File: config.mk
export PLATFORM = sky130hd
export DESIGN_NAME = conv_window_5x5_flat
export DESIGN_NICKNAME = d
export VERILOG_FILES = /design/src/rtl/conv_window_5x5_if.sv /design/src/rtl/conv_window_5x5.sv /design/src/flat_wrapper.sv
export SDC_FILE = /design/constraint.sdc
export NUM_CORES = 2
export LEC_CHECK = 0
export CAP_MARGIN = 20
export CELL_PAD_IN_SITES_DETAIL_PLACEMENT = 0
export CELL_PAD_IN_SITES_GLOBAL_PLACEMENT = 2
export CORE_UTILIZATION = 49
export CTS_CLUSTER_SIZE = 14
export DETAILED_ROUTE_END_ITERATION = 12
export DONT_BUFFER_PORTS = 1
export PLACE_DENSITY = 0.82
export SLEW_MARGIN = 15
export SYNTH_ARGS = -nofsm -noshare
export SYNTH_HDL_FRONTEND = slang
export SYNTH_SLANG_ARGS = --single-unit
File: constraint.sdc
create_clock -name clk -period 5.69 [get_ports clk]
set_input_delay 1.138 -clock clk [delete_from_list [all_inputs] [get_ports clk]]
set_output_delay 1.138 -clock clk [all_outputs]
set_load 0.01 [all_outputs]
File: src/rtl/conv_window_5x5_if.sv
`default_nettype none
// ============================================================================
//  Module   : conv_window_5x5_if
//  Purpose  : Pixel-in / window-out bundle between a pixel source and the
//             5x5 sliding-window generator.
//  Revision : 1.0  initial release
// ============================================================================
interface conv_window_5x5_if #(
    parameter int BIT = 16
);
    logic               in_valid;
    logic [BIT-1:0]     in_pixel;
    logic               out_valid;
    logic [25*BIT-1:0]  win;
    logic               frame_done;

    // Pixel source side
    modport master (
        output in_valid,
        output in_pixel,
        input  out_valid,
        input  win,
        input  frame_done
    );

    // Window generator side
    modport slave (
        input  in_valid,
        input  in_pixel,
        output out_valid,
        output win,
        output frame_done
    );
endinterface
`default_nettype wire

File: src/rtl/conv_window_5x5.sv
`default_nettype none
// ============================================================================
//  Module   : conv_window_5x5
//  Purpose  : Streaming 5x5 sliding-window generator. Keeps the previous four
//             image rows in line buffers and emits one registered 25-tap
//             window per accepted pixel once a full neighbourhood exists.
//  Revision : 1.0  initial release
// ============================================================================
module conv_window_5x5 #(
    parameter int BIT   = 16,
    parameter int IMG_W = 28,
    parameter int IMG_H = 28
) (
    input  wire logic        clk,
    input  wire logic        rst_n,
    conv_window_5x5_if.slave bus
);
    localparam int COL_W = $clog2(IMG_W);
    localparam int ROW_W = $clog2(IMG_H);
    localparam logic [COL_W-1:0] COL_LAST  = COL_W'(IMG_W - 1);
    localparam logic [ROW_W-1:0] ROW_LAST  = ROW_W'(IMG_H - 1);
    localparam logic [COL_W-1:0] COL_FIRST = COL_W'(4);
    localparam logic [ROW_W-1:0] ROW_FILL  = ROW_W'(3);

    typedef enum logic [0:0] {
        FILL   = 1'b0,
        ACTIVE = 1'b1
    } state_t;

    state_t           state_q, state_d;
    logic [COL_W-1:0] col_q, col_d;
    logic [ROW_W-1:0] row_q, row_d;
    logic             out_valid_q, out_valid_d;
    logic             frame_done_q, frame_done_d;
    logic [BIT-1:0]   win_q [25];
    logic [BIT-1:0]   win_d [25];

    // Line buffer storage: plain RAM, never reset (stale rows are masked by the FSM)
    logic [BIT-1:0]   lb_mem [4][IMG_W];
    logic [BIT-1:0]   col_data [5];
    logic             last_col;
    logic             last_row;

    // Column of the neighbourhood that enters the window on this pixel
    always_comb begin
        for (int r = 0; r < 4; r++) begin
            col_data[r] = lb_mem[r][col_q];
        end
        col_data[4] = bus.in_pixel;
    end

    // Next-state: raster counters, fill/active FSM, window shift and output flags
    always_comb begin
        col_d        = col_q;
        row_d        = row_q;
        state_d      = state_q;
        out_valid_d  = 1'b0;
        frame_done_d = 1'b0;
        win_d        = win_q;
        last_col     = (col_q == COL_LAST);
        last_row     = (row_q == ROW_LAST);
        if (bus.in_valid) begin
            if (last_col) begin
                col_d = '0;
                row_d = last_row ? '0 : row_q + 1'b1;
            end else begin
                col_d = col_q + 1'b1;
            end
            // Windows touching the left image edge would straddle two rows
            out_valid_d  = (state_q == ACTIVE) && (col_q >= COL_FIRST);
            frame_done_d = last_col && last_row;
            case (state_q)
                FILL:    if (last_col && row_q == ROW_FILL) state_d = ACTIVE;
                ACTIVE:  if (last_col && last_row)          state_d = FILL;
                default:                                    state_d = FILL;
            endcase
            for (int r = 0; r < 5; r++) begin
                for (int c = 0; c < 4; c++) begin
                    win_d[5*r+c] = win_q[5*r+c+1];
                end
                win_d[5*r+4] = col_data[r];
            end
        end
    end

    // State, counter and window registers
    always_ff @(posedge clk or negedge rst_n) begin
        if (!rst_n) begin
            state_q      <= FILL;
            col_q        <= '0;
            row_q        <= '0;
            out_valid_q  <= 1'b0;
            frame_done_q <= 1'b0;
            for (int k = 0; k < 25; k++) begin
                win_q[k] <= '0;
            end
        end else begin
            state_q      <= state_d;
            col_q        <= col_d;
            row_q        <= row_d;
            out_valid_q  <= out_valid_d;
            frame_done_q <= frame_done_d;
            win_q        <= win_d;
        end
    end

    // Line buffers: each accepted pixel pushes its column one row older
    always_ff @(posedge clk) begin
        if (bus.in_valid) begin
            lb_mem[0][col_q] <= lb_mem[1][col_q];
            lb_mem[1][col_q] <= lb_mem[2][col_q];
            lb_mem[2][col_q] <= lb_mem[3][col_q];
            lb_mem[3][col_q] <= bus.in_pixel;
        end
    end

    generate
        for (genvar k = 0; k < 25; k++) begin : g_tap
            assign bus.win[BIT*k +: BIT] = win_q[k];
        end
    endgenerate

    assign bus.out_valid  = out_valid_q;
    assign bus.frame_done = frame_done_q;
endmodule
`default_nettype wire

File: src/flat_wrapper.sv
// flat-port wrapper written by rule: the top's interface ports become plain ports
module conv_window_5x5_flat 
#(
    parameter int BIT   = 16,
    parameter int IMG_W = 28,
    parameter int IMG_H = 28
)
  (clk, rst_n, bus_in_valid, bus_in_pixel, bus_out_valid, bus_win, bus_frame_done);
  conv_window_5x5_if #(.BIT(BIT)) bus_i ();
  input  wire logic clk;
  input  wire logic rst_n;
  input wire logic [$bits(bus_i.in_valid)-1:0] bus_in_valid;
  input wire logic [$bits(bus_i.in_pixel)-1:0] bus_in_pixel;
  output wire logic [$bits(bus_i.out_valid)-1:0] bus_out_valid;
  output wire logic [$bits(bus_i.win)-1:0] bus_win;
  output wire logic [$bits(bus_i.frame_done)-1:0] bus_frame_done;
  assign bus_i.in_valid = bus_in_valid;
  assign bus_i.in_pixel = bus_in_pixel;
  assign bus_out_valid = bus_i.out_valid;
  assign bus_win = bus_i.win;
  assign bus_frame_done = bus_i.frame_done;
  conv_window_5x5 #(.BIT(BIT), .IMG_W(IMG_W), .IMG_H(IMG_H)) u_core (.clk(clk), .rst_n(rst_n), .bus(bus_i));
endmodule
Word-level counts from Yosys, hierarchy flattened --
Memories as Yosys holds them, arrays and structs flattened. Index checks and enable logic that the tools add are counted.
Storage, ports and cells: memories 1, RAM bits 1792, bits of input ports 19, bits in registers 413, logic and storage cells 69
Operators by class: bitwise operators 2, magnitude comparators 3, reductions and logical operators 5, add/subtract/negate cells 2, equal/unequal tests 3, muxes and demuxes 23
Memories:
- u_core.lb_mem | words 4, width 448, read ports 4, clocked after memory_dff 0, wr ports 4, line conv_window_5x5.sv:39 | logic [BIT-1:0] lb_mem [4][IMG_W];
Operators by type and width (count):
- 448-bit 2-to-1 mux | 1
- 16-bit binary-select mux with 5-bit select | 4
- 16-bit 2-to-1 mux | 9
- 16-bit demux with 5-bit select | 1
- 5-bit by 1-bit adder with 5-bit output (second input constant) | 2
- 5-bit equality test (second input constant) | 2
- 5-bit 2-to-1 mux | 2
- 6-bit greater-or-equal comparator (second input constant) | 1
- 6-bit by 1-bit less-than comparator with 1-bit output (second input constant) | 1
- 5-bit inverter with 6-bit output | 1
- 5-bit by 2-bit equality test with 1-bit output (second input constant) | 1
- 5-bit by 3-bit greater-or-equal comparator with 1-bit output (second input constant) | 1
- 1-bit 2-to-1 mux | 5
- 1-bit logical AND | 4
- 1-bit one-hot mux with 2 select lines | 1
- 2-bit AND reduction | 1
- 1-bit inverter | 1

Longest topological paths before layout --
depth after elaboration 6, mapped depth 8

Least setup slack after synthesis --
OpenSTA, ideal clock, no wires.
kind input-to-reg, start point input bus_in_valid, end point memory u_core.lb_mem[0][112] in the netlist's numbering, enable pin, buffers on the path 3, cell stages on the path 5, data arrival time 4743 ps, library setup time 487 ps, slack 461 ps, cell sequence buf_2 clkbuf_1 clkbuf_1 nand2_1 nor2_1
RTL lines:
- start, declared | line flat_wrapper.sv:12 | input wire logic [$bits(bus_i.in_valid)-1:0] bus_in_valid;
- end, declared | line conv_window_5x5.sv:39

==> impl_results.md <==
* Run status: complete, no violations
* H-tree depth at 4
* Fraction of registers with async set/reset at 18.7%
* CP required at ~6000 ps
* Total CTS buffers at a little over 200
* Wirelength per Cell at approximately 34 um
* Hold Vio Cnt, Final at 0
* Dominant cells by area after synthesis: edfxtp_1, dfrtp_1, mux4_2
* Overall routed net length at between 200000 and 250000 um
* DP Worst Slack at between 1500 and 2000 ps
* Die Span Y at ~420 um
* Worst hold margin at a little under 70 ps
* Sink Count at around 2200
* Slowest CP cell: or4b_1
* CTS tree: built
* Slew Viols, Final at 0
* All-Layer GR Usage at roughly a quarter
* Post-CTS Setup Repair Bufs at 0
* Initial antenna violation count at 14
* DP HPWL at approximately 130000 um
* Final WS setup at around 1500 ps
* Total iterations of the first detailed-routing run at 5
* CTS clk-pin slew, worst paths at 60 ps
* Clk_skew at between 30 and 40 ps
* Starting Density at about half
* Max rail drop VDD at around 0.37 mV
* Synthesized Nets at 4217
* Vias post-DR at between 40000 and 50000
* Layout cells sized above 1 at about a quarter
* I/O pin count at 421
* Global-route wire length before repair at roughly 320000 um
* Total congestion overflow at 0
* Commonest non-fill, non-tap cell in the layout: edfxtp_1
* Synth Warn # at 0
* Crit path cell chain: buf_4 -> or4b_1 -> o22ai_1 -> nor4_1 -> nand3_1
* Row Count at approximately 150
* Crit path launch type: flip-flop
* Yosys cell types at 67
* Max clock buf depth at 3
* Critical Path End Type: flip-flop
* Primary FF master, synth: edfxtp_1
* Final Cycle Share at between 70% and 80%
* Area grow syn2layout at 12.1%
* Post-Synthesis Cell Area at between 80000 and 90000 um2
* Setup TNS at 0 ps
* DR DRC count at 0
* RSZ-0062 raised after global routing: false
* Yosys top cell by area: edfxtp_1
* Worst-path fanout max at 32
* Avg Synthesized Cell Area at 20.0 um2
* Vias/cell at 6.36
* Worst skew pair latency at ~860 ps
* Gate count after technology mapping at 4193
* Placer Congestion at between 0.8 and 0.9
* Iteration-0 DRC Markers at ~5300
* Worst rel slew slack at 0.310%
* Vias in the first global route at approximately 42000
* Largest net degree at the start of global routing at 460
* Seq cells post-synth at approximately 2200
* Final setup violation count at 0
* Post-synth EDFFs at ~1800
* # port buffers at 0
* Max-cap violation count at 0
* Die W at between 400 and 500 um
* PwrDens at around 550 nW/um2
* Final Critical Period at between 4000 and 5000 ps
* Die area at approximately 170000 um2
* Max Fclk at 239 MHz
* Final nets at ~4300
* Critical Path AT at 4500 ps
* Core ar. at about 170000 um2
* Worst min path class: input pin to async pin
* CTS root buf: clkbuf_16
* Most frequent cells in the layout: edfxtp_1, dfrtp_1, mux2i_1
* Setup CP Type: flip-flop to flip-flop
* Tightest Pin Transition at ~1500 ps
* Final ANT Viol Nets at 0
* Sequential share of the synthesized area at around three quarters
* Top Family by Delay on Critical Path: simple AND/OR/NAND/NOR gates
* Area share of the leading cell type in the synthesized netlist at roughly 64%
* CP peak stage delay at 830 ps
* P_leak at approximately 32 nW
* WP buf/inv at 1
worst paths after layout:
| kind | slack [ps] | startpoint | cells past startpoint | endpoint |
|---|---|---|---|---|
| setup / recovery | 1510 | u_core.col_q[4]$_DFFE_PN0P_ | 5 | u_core.lb_mem[1][174]$_DFFE_PP_ |
| hold / removal | 70 | rst_n | 0 | u_core.bus.win[134]$_DFFE_PN0P_ |
| setup reg to reg | 1510 | u_core.col_q[4]$_DFFE_PN0P_ | 5 | u_core.lb_mem[1][174]$_DFFE_PP_ |
| hold reg to reg | 530 | u_core.state_q$_DFFE_PN0P_ | 1 | u_core.state_q$_DFFE_PN0P_ |
| max in group asynchronous | 4880 | rst_n | 1 | u_core.bus.win[392]$_DFFE_PN0P_ |
| min in group clk | 380 | bus_in_pixel[3] | 0 | u_core.lb_mem[3][371]$_DFFE_PP_ |
flip-flops by register name, indices dropped and copies added (netlist names):
| signal | count |
|---|---|
| u_core.bus.win | 400 |
| u_core.lb_mem | 1792 |
| u_core.bus.frame_done | 1 |
| u_core.col_q | 5 |
| u_core.bus.out_valid | 1 |
| u_core.state_q | 1 |
| u_core.row_q | 5 |
power breakdown:
group	switching, W	internal [W]
combinational	0.00813	0.00391
clock	0.00602	0.00758
sequential	0.00279	0.0232
area by class of cell:
| cell class | instances | area, um2 |
|---|---|---|
| sequential | 2205 | 64200 |
| timing repair buffer | 154 | 1680 |
| clock inverter | 110 | 982 |
| clock buffer | 284 | 5730 |
| inverter | 6 | 22.5 |
| fill | 12600 | 75600 |
| antenna | 4 | 10.0 |
| tap | 2218 | 2780 |
| multi-input combinational | 1750 | 18700 |
metrics by stage:
step | std cells | total power, W | instance area [um2] | utilization, %
6_report | 6731 | 0.0516 | 94000 | 55.4
2_1_floorplan | 4193 | 0.0327 | 83900 | -
4_1_cts | 6724 | 0.0516 | 93900 | 55.4
3_3_place_gp | 6330 | 0.0378 | 87200 | 51.4
3_5_place_dp | 6330 | 0.0382 | 87200 | 51.4
5_1_grt | 6728 | 0.0532 | 94000 | 55.4
timing repair:
item	4_1_cts	5_1_grt
resized for setup	0	0
setup endpoints to repair	0	0
endpoints found under the hold margin	372	127
per-layer routing:
metal | vias to the layer above | wire (um) | GRT usage (%)
li1 | 17300 | - | -
met1 | 22900 | 88000 | 35.2
met2 | 2211 | 114000 | 43.3
met3 | 365 | 20300 | 4.81
met4 | 6 | 6060 | 7.40
met5 | - | 41 | 0
cell usage after synthesis (6+ instances only):
cell type / n
edfxtp_1: 1792
dfrtp_1: 413
mux2i_1: 402
mux2_2: 357
mux4_2: 245
o22ai_1: 124
a22oi_1: 99
nor2_1: 94
buf_2: 92
clkbuf_1: 78
nand3_1: 77
nand2_1: 48
a31oi_1: 29
buf_4: 28
a21oi_1: 26
a41oi_1: 25
and3_1: 23
buf_6: 23
and2_1: 20
a211oi_1: 15
nor4_1: 15
a211oi_2: 13
nor3_1: 12
a221oi_1: 10
nand2b_1: 8
nor2b_1: 8
o21ai_0: 8
o221ai_1: 8
a21o_1: 6
nand4bb_1: 6
logic make-up after synthesis:
family / after synthesis / synth area share [%]
and+or+nand+nor: 334 / 2.07
xor gates and xnor gates: 3 / 0.0313
buffers and inverters: 238 / 1.65
muxes: 1004 / 16.2
AOI/OAI and AO/OA: 404 / 3.54
adders and majority gates: 5 / 0.0746
DFF: 2205 / 76.5
No activity file was read; power rests on OpenSTA's default activity.
